==> src/rtl/axi_pkg.sv <==
// Shared AXI definitions: burst/response encodings, the write-master FSM
// state type and a helper that turns a data-bus width into an AxSIZE code.
`timescale 1ns/1ps
package axi_pkg;

  localparam logic [1:0] AXI_BURST_INCR  = 2'b01;

  localparam logic [1:0] AXI_RESP_OKAY   = 2'b00;
  localparam logic [1:0] AXI_RESP_SLVERR = 2'b10;
  localparam logic [1:0] AXI_RESP_DECERR = 2'b11;

  // One-hot write FSM encoding; a stray multi-hot value falls back to idle
  typedef enum logic [3:0] {
    WR_IDLE = 4'b0001,
    WR_CMD  = 4'b0010,
    WR_DATA = 4'b0100,
    WR_RESP = 4'b1000
  } wr_state_e;

  // AxSIZE is log2 of the number of bytes per beat
  function automatic logic [2:0] axi_size_from_width(input int unsigned width);
    logic [2:0] size;
    case (width)
      512:     size = 3'd6;
      256:     size = 3'd5;
      128:     size = 3'd4;
      64:      size = 3'd3;
      default: size = 3'd2;
    endcase
    return size;
  endfunction

endpackage

==> src/rtl/wr_master.sv <==
// AXI4 write-channel master: takes one burst request from the write buffer,
// issues the AW beat, streams len+1 W beats straight from the buffer and
// reports completion once the B response arrives. One burst in flight.
// Optional build macro WR_MASTER_BRESP_CHK_EN enables the sticky bresp/bid
// error flag on axi_b_err; without it axi_b_err is constant 0.
`timescale 1ns/1ps
module wr_master
  import axi_pkg::*;
#(
  parameter int AXI_DATA_WIDTH = 128,
  parameter int AXI_ADDR_WIDTH = 32
) (
  input  logic                        aclk,
  input  logic                        reset,
  // request / data interface toward the write buffer
  input  logic [AXI_ADDR_WIDTH-1:0]   axi_aw_addr,
  input  logic                        axi_aw_req_en,
  input  logic [7:0]                  axi_aw_burst_len,
  output logic                        axi_aw_ready,
  input  logic [AXI_DATA_WIDTH-1:0]   axi_w_data,
  input  logic                        axi_w_valid,
  output logic                        axi_w_ready,
  output logic                        axi_b_done,
  output logic                        axi_b_err,
  // AW channel
  output logic                        m_axi_awvalid,
  input  logic                        m_axi_awready,
  output logic [AXI_ADDR_WIDTH-1:0]   m_axi_awaddr,
  output logic [7:0]                  m_axi_awlen,
  output logic [3:0]                  m_axi_awid,
  output logic [1:0]                  m_axi_awburst,
  output logic [2:0]                  m_axi_awsize,
  output logic [2:0]                  m_axi_awprot,
  output logic [3:0]                  m_axi_awqos,
  output logic [0:0]                  m_axi_awlock,
  output logic [3:0]                  m_axi_awcache,
  // W channel
  output logic                        m_axi_wvalid,
  input  logic                        m_axi_wready,
  output logic [AXI_DATA_WIDTH-1:0]   m_axi_wdata,
  output logic [AXI_DATA_WIDTH/8-1:0] m_axi_wstrb,
  output logic                        m_axi_wlast,
  // B channel
  input  logic [3:0]                  m_axi_bid,
  input  logic [1:0]                  m_axi_bresp,
  input  logic                        m_axi_bvalid,
  output logic                        m_axi_bready
);

  localparam logic [2:0] AW_SIZE = axi_size_from_width(AXI_DATA_WIDTH);

  wr_state_e                 state_q;
  logic [AXI_ADDR_WIDTH-1:0] awaddr_q;
  logic [7:0]                awlen_q;
  logic [7:0]                beat_cnt_q;
  logic                      awvalid_q;
  logic                      bready_q;
  logic                      b_done_q;

  logic in_data;
  logic w_hs;
  logic w_last;

  assign in_data = (state_q == WR_DATA);
  assign w_last  = in_data && (beat_cnt_q == awlen_q);
  assign w_hs    = in_data && axi_w_valid && m_axi_wready;

  // Fixed AW attributes: single-ID, INCR, full-width beats, full strobes
  assign m_axi_awid    = 4'd0;
  assign m_axi_awburst = AXI_BURST_INCR;
  assign m_axi_awsize  = AW_SIZE;
  assign m_axi_awprot  = 3'd0;
  assign m_axi_awqos   = 4'd0;
  assign m_axi_awlock  = 1'b0;
  assign m_axi_awcache = 4'd0;
  assign m_axi_wstrb   = '1;

  // Buffer and W channel are wired through only while streaming data
  assign axi_aw_ready  = (state_q == WR_IDLE);
  assign m_axi_wvalid  = in_data && axi_w_valid;
  assign axi_w_ready   = in_data && m_axi_wready;
  assign m_axi_wdata   = in_data ? axi_w_data : '0;
  assign m_axi_wlast   = w_last;

  assign m_axi_awvalid = awvalid_q;
  assign m_axi_awaddr  = awaddr_q;
  assign m_axi_awlen   = awlen_q;
  assign m_axi_bready  = bready_q;
  assign axi_b_done    = b_done_q;

  // Burst sequencer: accept request, hold AW, count W beats, await B
  always_ff @(posedge aclk or posedge reset) begin
    if (reset) begin
      state_q    <= WR_IDLE;
      awvalid_q  <= 1'b0;
      awaddr_q   <= '0;
      awlen_q    <= 8'd0;
      beat_cnt_q <= 8'd0;
      bready_q   <= 1'b0;
      b_done_q   <= 1'b0;
    end else begin
      b_done_q <= 1'b0;
      case (state_q)
        WR_IDLE: begin
          if (axi_aw_req_en) begin
            awaddr_q   <= axi_aw_addr;
            awlen_q    <= axi_aw_burst_len;
            awvalid_q  <= 1'b1;
            beat_cnt_q <= 8'd0;
            state_q    <= WR_CMD;
          end
        end
        WR_CMD: begin
          if (m_axi_awready) begin
            awvalid_q <= 1'b0;
            state_q   <= WR_DATA;
          end
        end
        WR_DATA: begin
          if (w_hs) begin
            if (w_last) begin
              bready_q <= 1'b1;
              state_q  <= WR_RESP;
            end else begin
              beat_cnt_q <= beat_cnt_q + 8'd1;
            end
          end
        end
        WR_RESP: begin
          if (m_axi_bvalid) begin
            bready_q <= 1'b0;
            b_done_q <= 1'b1;
            state_q  <= WR_IDLE;
          end
        end
        default: begin
          awvalid_q <= 1'b0;
          bready_q  <= 1'b0;
          state_q   <= WR_IDLE;
        end
      endcase
    end
  end

`ifdef WR_MASTER_BRESP_CHK_EN
  logic b_err_q;

  // Sticky error flag, raised on the same edge that launches b_done
  always_ff @(posedge aclk or posedge reset) begin
    if (reset) begin
      b_err_q <= 1'b0;
    end else if ((state_q == WR_RESP) && m_axi_bvalid &&
                 ((m_axi_bresp != AXI_RESP_OKAY) || (m_axi_bid != 4'd0))) begin
      b_err_q <= 1'b1;
    end
  end

  assign axi_b_err = b_err_q;
`else
  logic unused_b_fields;

  assign unused_b_fields = ^{m_axi_bresp, m_axi_bid};
  assign axi_b_err       = 1'b0;
`endif

endmodule

==> config.mk <==
export PLATFORM = sky130hd
export DESIGN_NAME = wr_master
export DESIGN_NICKNAME = d
export VERILOG_FILES = /design/src/rtl/axi_pkg.sv /design/src/rtl/wr_master.sv
export SDC_FILE = /design/constraint.sdc
export NUM_CORES = 1
export LEC_CHECK = 0
export BUFFER_PORTS_ARGS = -buffer_cell sky130_fd_sc_hd__buf_4
export CORE_AREA = 10 10 143 145
export CTS_CLUSTER_SIZE = 30
export DETAILED_ROUTE_END_ITERATION = 16
export DIE_AREA = 0 0 153 155
export PLACE_DENSITY_LB_ADDON = 0.1
export SLEW_MARGIN = 20
export SYNTH_ARGS = -nofsm -noshare
export SYNTH_HDL_FRONTEND = slang
export SYNTH_SLANG_ARGS = --single-unit
==> constraint.sdc <==
create_clock -name aclk -period 2.56 [get_ports aclk]
set_input_delay 0.512 -clock aclk [delete_from_list [all_inputs] [get_ports aclk]]
set_output_delay 0.512 -clock aclk [all_outputs]
set_load 0.05 [all_outputs]
==> impl_results.md, run 1 <==
* Diodes inserted at 0
* Simple-Gate Fraction of Synth Area at 28.8%
* Port bufs at 349
* Pwr Density at 958 nW/um^2
* Post-Route WL at 18.6 mm
* Clock sink total at 55
* Unrepaired setup endpoints after global routing: false
* Site Rows at 49
* Drt pass-1 iters at 4
* Setup CP Type: reg2out
* Unique cell type count in the Yosys netlist at 36
* TritonCTS buffer count at 5
* Multi-input gate area at 1900 um^2
* Adder-Cell Fraction of Synth Area at 0.352%
* DRC Markers at 0
* Largest net degree at the start of global routing at 75
* Placed inst area at 6300 um^2
* Final setup fails at 0
* Worst r2r dst: beat_cnt_q[4]$_DFFE_PP0P_
* Clk root buf: clkbuf_16
* Share of the synthesized area in the top cell type at 38.1%
* Most frequent cell after synthesis: and2_1
* Worst skew pair latency at 0.29 ns
* Reg area at 1380 um^2
* Fin nets at 887
* First-pass GRT wire length at 26.4 mm
* Die Y at 155 um
* Area of the die at 23700 um^2
* Final Hold Viols at 0
* Worst Path Required at 2.05 ns
* GPL Wtd Cong at 0.841
* Post-synthesis sequential area ratio at 38.8%
* Total track usage at 14.3%
* Final Instance Area at 6450 um^2
* Io pins at 394
* Share of cells above drive strength 1 at 58.5%
* Slew headroom at 61.6%
* Synthesis warning total at 0
* Fin crit share at 93.8%
* Syn Area/Cell at 9.68 um^2
* CTS tree: done
* Count of pins over their slew limit at 0
* Top_reg_cell synth: dfrtp_1
* Fin crit period at 2.40 ns
* Initial antenna violation count at 0
* Cells after synthesis at 367
* Crit Path Max Fanout at 60
* Cts hold-fix bufs at 0
* Detailed Place HPWL at 16.4 mm
* Main combinational cell family by area after synthesis: simple AND/OR/NAND/NOR gates
* Flop-to-flop setup slack at 0.38 ns
* Synth Area in Compound Gates at 5.25%
* Slew @ Worst Pin at 0.575 ns
* Post-synth EDFFs at 0
* Synth async-reset ratio at 100%
* Setup TNS at 0 ns
* Xor/xnor cell area share of the yosys netlist at 1.97%
* Initial DRC count at 133
* Max-Cap Viols at 0
* HP Class: in2async
* R2R depth at 7
* Setup Skew at 0.00342 ns
* Critical Path End Type: output pin
* Cell area after synthesis at 3550 um^2
* CTS H-tree lvls at 2
* Die Wd at 153 um
* VDD IR max at 0.000618 V
* Yosys reg bits at 55
* DR vias/cell at 3.96
* Max Freq at 0.417 GHz
* Multiplexer share of the synthesized area at 13.0%
* Area Overhead vs Synth at 81.7%
* Clock transition at path regs at 0.07 ns
* Post-route ant nets at 0
* CP Launch Type: flop
* Post-synth top cells: 130 x and2_1, 54 x dfrtp_1, 40 x mux2_2
* Largest area contributor in the netlist: dfrtp_1
* Clk buf depth at 2
* Arrival @ worst endpoint at 1.89 ns
* Leak at 3.40 nW
* Fillers at 1825
* Synth area leaders: dfrtp_1 38%, and2_1 23%, mux2_2 13%, buf_4 8.2%, xnor2_1 2.0%
* Starting Density at 20.1%
* Core area at 17700 um^2
* Reg2Reg Launch Point: state_q[1]$_DFFE_PP0P_
* Vias in the first global route at 4013
* WL/cell at 19.9 um
* Outcome: completed
* Via count at 3706
* Grt ovf at 0
logic make-up (layout without fill, tap and decap cells):
| kind of cell | Yosys count | count (layout) |
|---|---|---|
| xor gates and xnor gates | 8 | 8 |
| other | 2 | 38 |
| buffers and inverters | 69 | 372 |
| DFF | 55 | 55 |
| adders and majority gates | 1 | 1 |
| AOI/OAI and AO/OA | 27 | 27 |
| muxes | 41 | 41 |
| and+or+nand+nor | 164 | 164 |
how the worst max path moves through the flow:
stage / from / end / slack [ns] / cells after the start
6_report: state_q[1]$_DFFE_PP0P_ / m_axi_wdata[111] / 0.16 / 5
5_1_grt: state_q[1]$_DFFE_PP0P_ / m_axi_wdata[62] / 0.05 / 5
4_1_cts: state_q[1]$_DFFE_PP0P_ / m_axi_wdata[58] / 0.05 / 4
3_5_place_dp: state_q[1]$_DFFE_PP0P_ / beat_cnt_q[4]$_DFFE_PP0P_ / 0.31 / 6
3_3_place_gp: state_q[1]$_DFFE_PP0P_ / beat_cnt_q[4]$_DFFE_PP0P_ / 0.35 / 6
2_1_floorplan: state_q[0]$_DFFE_PP1P_ / m_axi_awaddr[10]$_DFFE_PP0P_ / 0.16 / 7
cell type report:
| class | instances | area share [%] |
|---|---|---|
| flip-flops and latches | 55 | 21.4 |
| multi-input cells | 279 | 29.5 |
| clock inverters | 2 | 0.194 |
| clock buffers | 6 | 2.00 |
| well taps | 229 | 4.44 |
| repair buffers | 357 | 42.1 |
| inverters | 7 | 0.407 |
where the power goes:
group / total [W] / switching [W] / leakage [nW] / internal (W)
sequential: 0.00148 / 0.000246 / 0.672 / 0.00124
clock: 0.000666 / 0.000305 / 0.0669 / 0.000362
combinational: 0.00404 / 0.00267 / 2.66 / 0.00137
total: 0.00619 / 0.00322 / 3.40 / 0.00297
metal layers:
metal  up-vias  routed length, um  track usage [%]
li1       1784                  -                -
met1      1711               6500             14.5
met2       201              10200             27.1
met3        10               1770             6.09
met4         0                152             2.59
met5         -                  0                0
sequential cells by signal (all words and copies together), names as in the netlist:
register	cells
m_axi_awvalid	1
m_axi_awaddr	32
axi_b_done	1
state_q	4
beat_cnt_q	8
m_axi_bready	1
m_axi_awlen	8
through the flow:
step                      hold slack [ns]  utilization [%]  setup slack [ns]  cells  total power (W)
after floorplan                     0.494                -             0.163    403          0.00428
after global placement              0.488             35.7             0.352    926          0.00554
after detailed placement            0.487             35.7             0.312    926          0.00559
after CTS                           0.300             36.5            0.0524    934          0.00628
after global routing                0.337             36.6            0.0503    935          0.00650
final                               0.280             36.6             0.159    935          0.00619
cell usage in the layout (no fill, tap or decap), types with 2 or more instances in the layout:
master	netlist	layout
xnor2_1	8	8
nand4_1	2	2
a21o_1	3	3
inv_1	7	6
nand2_1	3	2
conb_1	2	38
nand3_1	7	7
nand2b_1	3	3
buf_12	0	3
nor3_1	8	7
a22o_1	4	4
mux2_2	40	40
dfrtp_1	54	53
a21oi_1	3	3
o21ai_0	9	9
and2_1	130	130
nor2_1	5	5
buf_4	39	354
clkbuf_16	0	5
worst max-delay path, stage by stage, from the launching register on:
cell,delay [ns]
dfrtp_2,0.49
nor4b_4,0.28
buf_4,0.18
buf_12,0.20
and2_1,0.21
buf_4,0.22
repair_timing:
item,in CTS,in global routing
setup buffers,0,1
resized for setup,0,1
setup endpoints to repair,0,62
Power figures use the tool's default switching activity.
==> run 2: changes to the inputs <==
- RECOVER_POWER: not set -> 25
==> run 2 against run 1 <==
  * Core utilization is 0.38 points lower
  * Critical endpoint unchanged
  * Cell area down 1.0%
  * First-iteration DRC count fell by 2.3%
  * Via count up 0.13%
  * Die area did not move
  * Setup slack worse by 0.00063 ns
  * Maximum frequency is essentially flat
  * Largest power group unchanged
  * Sequential share of layout area up 0.23 points
==> impl_results.md, run 2 (same netlist as run 1, synthesis figures left out) <==
* GPL Wtd Cong at 0.841
* Sw frac at 52.8%
* Critical Path End Type: output pin
* Final setup fails at 0
* Clock sink total at 55
* Clock transition at path regs at 0.07 ns
* Setup CP Type: reg2out
* Share of cells above drive strength 1 at 56.2%
* Post-route ant nets at 0
* Slew headroom at 34.1%
* Crit Path Max Fanout at 60
* Die Y at 155 um
* Setup TNS at 0 ns
* WL/cell at 20.0 um
* Final Hold Viols at 0
* Die Wd at 153 um
* Site Rows at 49
* Area of the die at 23700 um^2
* Sw Pwr at 0.00321 W
* Final Util at 36.2%
* Io pins at 394
* Max FFs per register at 32
* First-pass GRT wire length at 26.4 mm
* Fin nets at 887
* Detailed Place HPWL at 16.4 mm
* VDD IR max at 0.000584 V
* Clk root buf: clkbuf_16
* DRC Markers at 0
* Count of pins over their slew limit at 0
* Starting Density at 20.1%
* Outcome: completed
* Largest net degree at the start of global routing at 75
* Leak at 3.34 nW
* CTS H-tree lvls at 2
* Worst Path Required at 2.05 ns
* HP Class: in2reg
* Fin crit share at 93.8%
* Arrival @ worst endpoint at 1.89 ns
* Slew @ Worst Pin at 0.988 ns
* Setup Skew at 0.00342 ns
* Via count at 3711
* Comb power frac at 64.8%
* CTS tree: done
* TritonCTS buffer count at 5
* Commonest non-fill, non-tap cells in the layout: 339 x buf_4, 130 x and2_1, 53 x dfrtp_1
* Clk buf depth at 2
* Max Freq at 0.416 GHz
* Fillers at 1840
* Clock group share of total power at 10.9%
* Initial antenna violation count at 0
* Sequential Power Share at 24.3%
* Initial DRC count at 130
* Worst skew pair latency at 0.29 ns
* Grt ovf at 0
* Diodes inserted at 0
* Fin crit period at 2.40 ns
* Vias in the first global route at 4013
* Port bufs at 349
* CP Launch Type: flop
* Total track usage at 14.3%
* Unrepaired setup endpoints after global routing: false
* Area Overhead vs Synth at 79.8%
* Core area at 17700 um^2
* Drt pass-1 iters at 4
* Internal power at 0.00287 W
* Most common cell after layout, fill and taps aside: buf_4
* Post-Route WL at 18.7 mm
* Cts hold-fix bufs at 0
* Max-Cap Viols at 0
* Reg area at 1380 um^2
* Pwr Density at 953 nW/um^2
* Multi-input gate area at 1900 um^2
* DR vias/cell at 3.97
[run 2: cell types whose count changed in the layout (fill, tap and decap cells not counted)]
| cell | delta |
|---|---|
| buf_12 | -1 |
| dfstp_2 | -1 |
| buf_4 | -15 |
| inv_1 | +1 |
| inv_2 | -1 |
| clkbuf_1 | +14 |
| clkbuf_2 | +1 |
| clkbuf_4 | +1 |
| dfstp_1 | +1 |
[run 2: worst paths after layout]
path / startpoint / to / slack, ns / depth (start not counted)
worst min-delay path: m_axi_bvalid / state_q[3]$_DFFE_PP0P_ / 0.42 / 2
worst max-delay path: state_q[1]$_DFFE_PP0P_ / m_axi_wdata[111] / 0.16 / 5
worst min register to register: m_axi_bready$_DFFE_PP0P_ / m_axi_bready$_DFFE_PP0P_ / 0.50 / 1
worst max register to register: state_q[1]$_DFFE_PP0P_ / beat_cnt_q[4]$_DFFE_PP0P_ / 0.38 / 7
max in group asynchronous: reset / state_q[1]$_DFFE_PP0P_ / 0.78 / 3
min in group asynchronous: reset / m_axi_awaddr[2]$_DFFE_PP0P_ / 0.45 / 2
[run 2: layout make-up]
| type | instances | share of cell area (%) |
|---|---|---|
| multi-input cells | 279 | 29.8 |
| clock inverters | 2 | 0.196 |
| inverters | 7 | 0.411 |
| flip-flops and latches | 55 | 21.6 |
| well taps | 229 | 4.49 |
| clock buffers | 6 | 2.02 |
| repair buffers | 357 | 41.5 |
[run 2: worst max-delay path: stages, from the launching register on]
cell     delay, ns
dfrtp_2       0.49
nor4b_4       0.28
buf_4         0.18
buf_12        0.20
and2_1        0.21
buf_4         0.22
[run 2: what timing repair did]
action                                  CTS  global route
gates resized for setup                   0             1
setup buffers                             0             1
endpoints found under the setup margin    0            62
[run 2: per-layer routing]
metal  vias to the layer above  GRT usage, %  part of all wire [%]
met5                         -             0                     0
met4                         0          2.59                  0.81
met3                        10          6.09                   9.5
met2                       202          27.1                    55
met1                      1715          14.5                    35
li1                       1784             -                     -
[run 2: power groups by stage]
stage / combinational [W] / sequential, W / clock [W]
final: 0.00394 / 0.00148 / 0.000665
after global routing: 0.00414 / 0.00153 / 0.000731
after CTS: 0.00409 / 0.00149 / 0.000698
after detailed placement: 0.00409 / 0.00150 / 0
after global placement: 0.00406 / 0.00148 / 0
after floorplan: 0.00168 / 0.00260 / 0
[run 2: metrics by stage]
stage	std cells	worst slack, ns	power (W)	hold WS [ns]	area (um^2)
finish	935	0.159	0.00608	0.415	6390
global route	935	0.0400	0.00640	0.408	6390
CTS	934	0.0524	0.00628	0.300	6440
detailed placement	926	0.312	0.00559	0.487	6300
global placement	926	0.352	0.00554	0.488	6300
floorplan	403	0.163	0.00428	0.494	3690
==> run 3: changes to the inputs <==
- CELL_PAD_IN_SITES_DETAIL_PLACEMENT: not set -> 1
- CELL_PAD_IN_SITES_GLOBAL_PLACEMENT: not set -> 1
==> run 3 against run 2 <==
  * Global-route usage is 1.4 points higher
  * Power rose by 1.1%
  * Die area unchanged
  * First-iteration DRC count is 28% lower
  * Sequential share of layout area barely moved
  * Critical endpoint is now m_axi_wdata[24]
  * Non-clock buffer count down 1
  * Via count grew 1.5%
  * Core utilization up 0.071 points
  * Count of clock-buffer cells in the layout unchanged
  * Largest cell class unchanged
  * Combinational power about the same
  * Sequential cell count is the same
  * Cell count shrank 0.11%
==> impl_results.md, run 3 (same netlist as run 1, synthesis figures left out) <==
* Outcome: completed
* R2R depth at 5
* Sw Pwr at 0.00327 W
* Slew @ Worst Pin at 1.11 ns
* DR vias/cell at 4.03
* Total track usage at 15.8%
* Io pins at 394
* Worst Path Required at 2.05 ns
* Clk buf depth at 2
* Fin nets at 886
* Drt pass-1 iters at 4
* GPL Wtd Cong at 0.817
* Internal power at 0.00288 W
* Clk root buf: clkbuf_16
* Fillers at 2094
* Die Wd at 153 um
* Slew headroom at 26.0%
* Crit Path Max Fanout at 67
* Fin crit share at 95.6%
* Flop-to-flop setup slack at 0.35 ns
* TritonCTS buffer count at 5
* Site Rows at 49
* CP peak stage delay at 0.48 ns
* Critical-path cell list: nor4b_4, buf_4, buf_16, and2_1, buf_4
* Sequential Power Share at 24.3%
* Port bufs at 349
* First-pass GRT wire length at 28.7 mm
* Setup Skew at 0.00668 ns
* Comb power frac at 64.4%
* Slowest-stage cell, CP: dfrtp_2
* Hold Path Depth at 2
* Initial DRC count at 94
* VDD IR max at 0.000544 V
* Count of pins over their slew limit at 0
* Fin crit period at 2.45 ns
* Setup TNS at 0 ns
* Multi-input gate area at 1900 um^2
* Worst Min Path Start: axi_aw_req_en
* Initial antenna violation count at 0
* Max FFs per register at 32
* Area Overhead vs Synth at 80.2%
* Grt ovf at 0
* Critical Path End Type: output pin
* Clock sink total at 55
* CTS tree: done
* Unrepaired setup endpoints after global routing: false
* Post-route ant nets at 0
* Most common cell on crit path: buf_4
* Detailed Place HPWL at 17.1 mm
* Vias in the first global route at 4285
* Max Freq at 0.409 GHz
* Reg2Reg Launch Point: state_q[0]$_DFFE_PP1P_
* Most common cell after layout, fill and taps aside: buf_4
* Largest net degree at the start of global routing at 68
* DRC Markers at 0
* Core area at 17700 um^2
* Die Y at 155 um
* Leak at 3.34 nW
* HP Class: in2reg
* Post-Route WL at 20.0 mm
* Diodes inserted at 0
* Area of the die at 23700 um^2
* Final setup fails at 0
* Worst skew pair latency at 0.30 ns
* WL/cell at 21.5 um
* Max-Cap Viols at 0
* Sw frac at 53.2%
* Via count at 3768
* Final Util at 36.2%
* Arrival @ worst endpoint at 1.93 ns
* Commonest non-fill, non-tap cells in the layout: 338 x buf_4, 130 x and2_1, 52 x dfrtp_1
* Pwr Density at 961 nW/um^2
* Worst Hold Path EP: state_q[0]$_DFFE_PP1P_
* CTS H-tree lvls at 2
* Clock group share of total power at 11.3%
* CP Launch Type: flop
* Share of cells above drive strength 1 at 56.5%
* Worst r2r dst: m_axi_awaddr[1]$_DFFE_PP0P_
* Clock transition at path regs at 0.07 ns
* Reg area at 1380 um^2
* Setup CP Type: reg2out
* Cts hold-fix bufs at 0
* Starting Density at 20.1%
* Final Hold Viols at 0
[run 3: final cells by class]
class | instances | share of cell area, %
inverters | 7 | 0.411
well taps | 229 | 4.48
multi-input cells | 279 | 29.7
clock buffers | 6 | 2.01
repair buffers | 356 | 41.5
flip-flops and latches | 55 | 21.6
clock inverters | 2 | 0.254
[run 3: through the flow]
stage	hold slack [ns]	instances	total power [W]	instance area [um^2]	setup WS [ns]
finish	0.419	934	0.00615	6400	0.113
global route	0.427	934	0.00647	6400	0.0211
CTS	0.327	934	0.00636	6460	0.00690
detailed placement	0.491	924	0.00560	6280	0.258
global placement	0.485	924	0.00553	6280	0.307
floorplan	0.494	403	0.00428	3690	0.163
[run 3: worst max-delay path, delay by kind of cell (launching register included)]
family / cells / cell delay, ns
buf+inv: 3 / 0.64
simple gates: 2 / 0.47
flops: 1 / 0.48
[run 3: power groups by stage]
| stage | Sequential [W] | Clock (W) | Combinational (W) |
|---|---|---|---|
| final | 0.00149 | 0.000697 | 0.00396 |
| after global routing | 0.00155 | 0.000763 | 0.00416 |
| after CTS | 0.00150 | 0.000729 | 0.00413 |
| after detailed placement | 0.00151 | 0 | 0.00409 |
| after global placement | 0.00149 | 0 | 0.00404 |
| after floorplan | 0.00260 | 0 | 0.00168 |
[run 3: how the worst max path moves through the flow]
stage,startpoint,cells past startpoint,to
after floorplan,state_q[0]$_DFFE_PP1P_,7,m_axi_awaddr[10]$_DFFE_PP0P_
after global placement,state_q[1]$_DFFE_PP0P_,6,beat_cnt_q[4]$_DFFE_PP0P_
after detailed placement,state_q[2]$_DFFE_PP0P_,6,beat_cnt_q[4]$_DFFE_PP0P_
after CTS,state_q[1]$_DFFE_PP0P_,5,m_axi_wdata[7]
after global routing,state_q[3]$_DFFE_PP0P_,5,m_axi_wdata[17]
final,state_q[1]$_DFFE_PP0P_,5,m_axi_wdata[24]
[run 3: timing repair]
| item | CTS | global route |
|---|---|---|
| endpoints found under the setup margin | 1 | 63 |
| gates resized for setup | 1 | 3 |
| cloned | 1 | 0 |
| buffers inserted | 1 | 0 |
[run 3: per-layer routing]
metal | up-vias | part of all wire [%] | track usage, %
met5 | - | 0 | 0
met4 | 0 | 0.61 | 2.45
met3 | 6 | 8.3 | 5.60
met2 | 177 | 57 | 31.1
met1 | 1801 | 34 | 15.6
li1 | 1784 | - | -
